--- src/rtl/icache_direct_mapped.sv ---
// Direct-mapped read-only instruction cache: one-word lines, one outstanding request, refill-on-miss.
// Optional ICACHE_PERF_EN adds hit_cnt/miss_cnt performance counters.
module icache_direct_mapped #(
  parameter int INDEX_WIDTH = 6
) (
  input  logic        clk,
  input  logic        resetn,
  input  logic        cpu_inst_req,
  input  logic        cpu_inst_wr,
  input  logic [1:0]  cpu_inst_size,
  input  logic [31:0] cpu_inst_addr,
  input  logic [31:0] cpu_inst_wdata,
  output logic [31:0] cpu_inst_rdata,
  output logic        cpu_inst_addr_ok,
  output logic        cpu_inst_data_ok,
  output logic        cache_inst_req,
  output logic        cache_inst_wr,
  output logic [1:0]  cache_inst_size,
  output logic [31:0] cache_inst_addr,
  output logic [31:0] cache_inst_wdata,
  input  logic [31:0] cache_inst_rdata,
  input  logic        cache_inst_addr_ok,
`ifdef ICACHE_PERF_EN
  input  logic        cache_inst_data_ok,
  output logic [31:0] hit_cnt,
  output logic [31:0] miss_cnt
`else
  input  logic        cache_inst_data_ok
`endif
);

  localparam int TAG_WIDTH = 32 - INDEX_WIDTH - 2;
  localparam int LINES     = 1 << INDEX_WIDTH;

  typedef enum logic [1:0] {IDLE, LOOKUP, MISS, REFILL} state_t;

  state_t                 state;
  state_t                 state_nxt;
  logic [31:2]            addr_q;
  logic [LINES-1:0]       valid_q;
  logic [TAG_WIDTH-1:0]   tag_mem  [LINES];
  logic [31:0]            data_mem [LINES];

  logic [INDEX_WIDTH-1:0] idx;
  logic [TAG_WIDTH-1:0]   tag;
  logic                   hit;
  logic                   fill;
  logic                   lookup_hit;
  logic                   lookup_miss;

  // Write flag, size, wdata and byte offset have no effect on a word-fetch cache.
  logic unused_inputs;
  assign unused_inputs = ^{cpu_inst_wr, cpu_inst_size, cpu_inst_wdata, cpu_inst_addr[1:0]};

  assign idx = addr_q[INDEX_WIDTH+1:2];
  assign tag = addr_q[31:INDEX_WIDTH+2];
  assign hit = valid_q[idx] && (tag_mem[idx] == tag);

  assign cache_inst_wr    = 1'b0;
  assign cache_inst_size  = 2'b10;
  assign cache_inst_addr  = {addr_q, 2'b00};
  assign cache_inst_wdata = 32'd0;

  always_comb begin
    state_nxt        = state;
    cpu_inst_addr_ok = 1'b0;
    cpu_inst_data_ok = 1'b0;
    cpu_inst_rdata   = 32'd0;
    cache_inst_req   = 1'b0;
    fill             = 1'b0;
    lookup_hit       = 1'b0;
    lookup_miss      = 1'b0;
    case (state)
      IDLE: begin
        cpu_inst_addr_ok = cpu_inst_req;
        if (cpu_inst_req) state_nxt = LOOKUP;
      end
      LOOKUP: begin
        if (hit) begin
          lookup_hit       = 1'b1;
          cpu_inst_data_ok = 1'b1;
          cpu_inst_rdata   = data_mem[idx];
          state_nxt        = IDLE;
        end else begin
          lookup_miss = 1'b1;
          state_nxt   = MISS;
        end
      end
      MISS: begin
        cache_inst_req = 1'b1;
        if (cache_inst_addr_ok) begin
          // Memory may return the word in the same cycle it accepts the request.
          if (cache_inst_data_ok) begin
            fill             = 1'b1;
            cpu_inst_data_ok = 1'b1;
            cpu_inst_rdata   = cache_inst_rdata;
            state_nxt        = IDLE;
          end else begin
            state_nxt = REFILL;
          end
        end
      end
      REFILL: begin
        if (cache_inst_data_ok) begin
          fill             = 1'b1;
          cpu_inst_data_ok = 1'b1;
          cpu_inst_rdata   = cache_inst_rdata;
          state_nxt        = IDLE;
        end
      end
      default: state_nxt = IDLE;
    endcase
  end

  always_ff @(posedge clk or negedge resetn) begin
    if (!resetn) begin
      state   <= IDLE;
      addr_q  <= '0;
      valid_q <= '0;
    end else begin
      state <= state_nxt;
      if (cpu_inst_addr_ok) addr_q <= cpu_inst_addr[31:2];
      if (fill) valid_q[idx] <= 1'b1;
    end
  end

  // Tag and data arrays carry no reset; valid_q alone qualifies them.
  always_ff @(posedge clk) begin
    if (fill) begin
      tag_mem[idx]  <= tag;
      data_mem[idx] <= cache_inst_rdata;
    end
  end

`ifdef ICACHE_PERF_EN
  always_ff @(posedge clk or negedge resetn) begin
    if (!resetn) begin
      hit_cnt  <= 32'd0;
      miss_cnt <= 32'd0;
    end else begin
      if (lookup_hit)  hit_cnt  <= hit_cnt + 32'd1;
      if (lookup_miss) miss_cnt <= miss_cnt + 32'd1;
    end
  end
`else
  logic unused_perf;
  assign unused_perf = lookup_hit ^ lookup_miss;
`endif

endmodule

--- config.mk ---
export PLATFORM = sky130hd
export DESIGN_NAME = icache_direct_mapped
export DESIGN_NICKNAME = d
export VERILOG_FILES = /design/src/rtl/icache_direct_mapped.sv
export SDC_FILE = /design/constraint.sdc
export NUM_CORES = 2
export LEC_CHECK = 0
export CAP_MARGIN = 20
export CORE_ASPECT_RATIO = 2
export CORE_UTILIZATION = 30
export CTS_BUF_LIST = sky130_fd_sc_hd__clkbuf_8 sky130_fd_sc_hd__clkbuf_16
export DETAILED_ROUTE_END_ITERATION = 7
export PLACE_DENSITY_LB_ADDON = 0.05
export SYNTH_ARGS = -nofsm -noshare
export SYNTH_HDL_FRONTEND = slang
export SYNTH_SLANG_ARGS = --single-unit
--- constraint.sdc ---
create_clock -name clk -period 6.45 [get_ports clk]
set_input_delay 0.645 -clock clk [delete_from_list [all_inputs] [get_ports clk]]
set_output_delay 0.645 -clock clk [all_outputs]
set_load 0.02 [all_outputs]
==> results.txt <==
Run status - complete, but fails checks
Violated checks - negative setup slack
Hold Violations, Final - 0
Register area share after synthesis - 79.5%
Drt wl/cell - 44.6 um
Max Fanout on Critical Path - 17
Core Region - 459000 um^2
Flop pwr share - 38.0%
Top-count cell post-synth - edfxtp_1
Ys async rst share - 2.61%
Vias per cell - 5.66
I/O Pins - 206
Tot GR Track Use - 27.2%
Pre-CTS WS - 0.0154 ns
Root Driver - clkbuf_16
Largest net degree at the start of global routing - 68
Placed inst area - 152000 um^2
Synth top area share - 77.8%
EDFF count, synth - 3584
Synth area leaders - edfxtp_1, mux4_2, o22ai_1
CP peak stage delay - 0.64 ns
Leak Pwr - 0.0522 uW
Mapped Cells - 7313
Pre-antenna DRT Iters - 6
FF-to-FF Start - addr_q[5]
Sw Pwr - 27900 uW
Crit end category - output pin
H-tree depth reported by CTS - 5
Hold path cells - 1
Mean Syn Cell Area - 18.9 um^2
Synth Cell Area - 138000 um^2
Via Count - 81300
Measured slew at the worst slew-check pin - 1.19 ns
Gr ovfl total - 0
Core Rows - 352
Fmax - 154 MHz
Switching part of the total - 36.6%
Final ANT Viol Nets - 0
RD Place Congestion - 0.796
Reg2reg path depth - 14
Die width - 482 um
Flops & latches, synth - 3680
Minimum clock period after layout - 6.51 ns
MaxCap Viol Count - 0
Hold Crit Class - in -> reg
Pins over their slew limit - 0
Crit. Startpoint - addr_q[5]
Post-synth top flop - edfxtp_1
Design area - 165000 um^2
Drc violations - 0
Worst Slack Setup Final - -0.0592 ns
Slowest cell on the critical path - dfrtp_4
CP delay by family, top - buffers and inverters
Slew margin rel. - 20.7%
YS warnings - 0
I/O Buffers - 131
Critical Path AT - 5.86 ns
Fin nets - 8145
Clock power share - 27.6%
Cell variety after synth - 82
CTS sink cnt - 3680
Final setup violation count - 7
Synth area leader - edfxtp_1
Initial DRC Count - 8680
Peak supply drop - 0.000250 V
Kind of critical path - reg -> out
Clk Latency, worst-skew pair - 1.03 ns
Max Buffers Root-to-Sink - 4
Share of layout cells above drive strength 1 - 24.5%
Vias in the first global route - 82100
Synth top cells by count - edfxtp_1, o22ai_1, mux2i_1
Share of the cycle needed by the critical path after routing - 101%
CP Data Required Time - 5.80 ns
P_int - 48300 uW
Startpoint types - register
Hold_ws - 0.0144 ns
Worst hold start - cache_inst_rdata[19]
Die Y - 962 um
Levels on crit path - 16
Initial antenna violation count - 45
Clock Skews - 0.0606 ns
Reg clk slew, reported paths - 0.07 ns
Initial Util - 30.1%
Pwr/cell area - 461 nW/um^2
Gate power share - 34.4%
CTS tree - done
Worst path bufs/invs - 8
CTS Buf Count - 358
Crit-path cells - buf_4 > nor2b_2 > buf_4 > nand4_1 > nand4_1 > o21ai_1 > xor2_1 > o2111ai_1 > buf_4 > or4_4 > buf_12 > buf_12 > buf_12 > o31ai_4 > buf_4 > buf_12
Die area - 464000 um^2
Area Overhead vs Synth - 19.5%
First-pass GRT wire length - 828000 um
Drt total wl - 641000 um
Detailed Place HPWL - 365000 um
[kinds of logic (layout without fill, tap and decap cells)]
| logic type | Yosys count | count (layout) | share of synthesized area [%] |
|---|---|---|---|
| flops | 3680 | 3680 | 79.5 |
| compound gates | 1639 | 1639 | 8.11 |
| simple gates | 742 | 744 | 2.74 |
| mux | 698 | 698 | 7.51 |
| buf+inv | 531 | 1505 | 1.97 |
| xor+xnor | 21 | 21 | 0.133 |
| other cells | 2 | 53 | 0.00543 |
[layout by cell type (no fill, tap or decap), types with 35 or more instances in the layout]
cell	count
a211oi_1	35
a21oi_1	133
a221oi_1	96
a22oi_1	118
buf_12	151
buf_2	40
buf_4	511
buf_6	48
clkbuf_16	372
clkdlybuf4s50_1	65
clkinv_1	62
clkinv_2	69
conb_1	37
dfrtp_1	67
edfxtp_1	3584
inv_1	75
mux2_2	187
mux2i_1	256
mux4_2	253
nand2_1	146
nand3_1	51
nor2_1	119
nor2_4	67
nor3_1	45
nor4_1	107
o21ai_0	98
o221ai_1	126
o22a_1	49
o22ai_1	788
or2_2	68
[layout make-up]
class / instances / area [um^2]
diodes: 16 / 40.0
clock buffers: 383 / 9420
clock inverters: 260 / 1870
fillers: 43000 / 294000
inverters: 7 / 40.0
multi-input cells: 3139 / 27100
flip-flops and latches: 3680 / 110000
well taps: 6018 / 7530
repair buffers: 855 / 9190
[flip-flops by register name (all words and copies together) (netlist names)]
| register | count |
|---|---|
| valid_q | 64 |
| tag_mem | 1536 |
| addr_q | 30 |
| data_mem | 2048 |
| state | 2 |
[routing by layer]
metal  part of all wire, %  routed length (um)  global-route usage (%)
met5                0.0064                  41                       0
met4                   3.7               23800                    9.28
met3                   4.4               28000                    2.70
met2                    53              340000                    49.4
met1                    39              249000                    33.1
[through the flow]
step	setup TNS, ns	std cells	util (%)	power (uW)
after global placement	-1.44	13600	33.0	54400
final	-0.190	14400	36.0	76200
after detailed placement	0	13600	33.0	54400
after global routing	-0.178	14300	36.0	78100
after CTS	-1.75	14300	35.9	76600
after floorplan	0	7348	-	41000
[repair_timing]
item                                    CTS  global route
endpoints found under the setup margin   33            31
pin swaps                                31            11
resized for setup                       224            43
buffers inserted                         53            22
gates cloned                             11             4
hold buffers                              1             2
endpoints found under the hold margin    42             8
[power by group through the flow]
stage	Clock (uW)	Sequential (uW)	Combinational, uW
after floorplan	0	30000	11000
after global placement	0	29500	24800
after detailed placement	0	29600	24900
after CTS	21500	29000	26100
after global routing	22100	29000	26900
final	21000	29000	26200
[path summary, 6_finish.rpt]
kind                                          end  slack [ns]
worst max register to register           state[1]        1.69
min in group asynchronous               addr_q[8]        0.15
max in group asynchronous               addr_q[2]        5.09
worst min register to register        valid_q[31]        0.47
worst max-delay path            cpu_inst_rdata[4]       -0.06
worst min-delay path             data_mem[58][19]        0.01
Power figures use the tool's default switching activity.
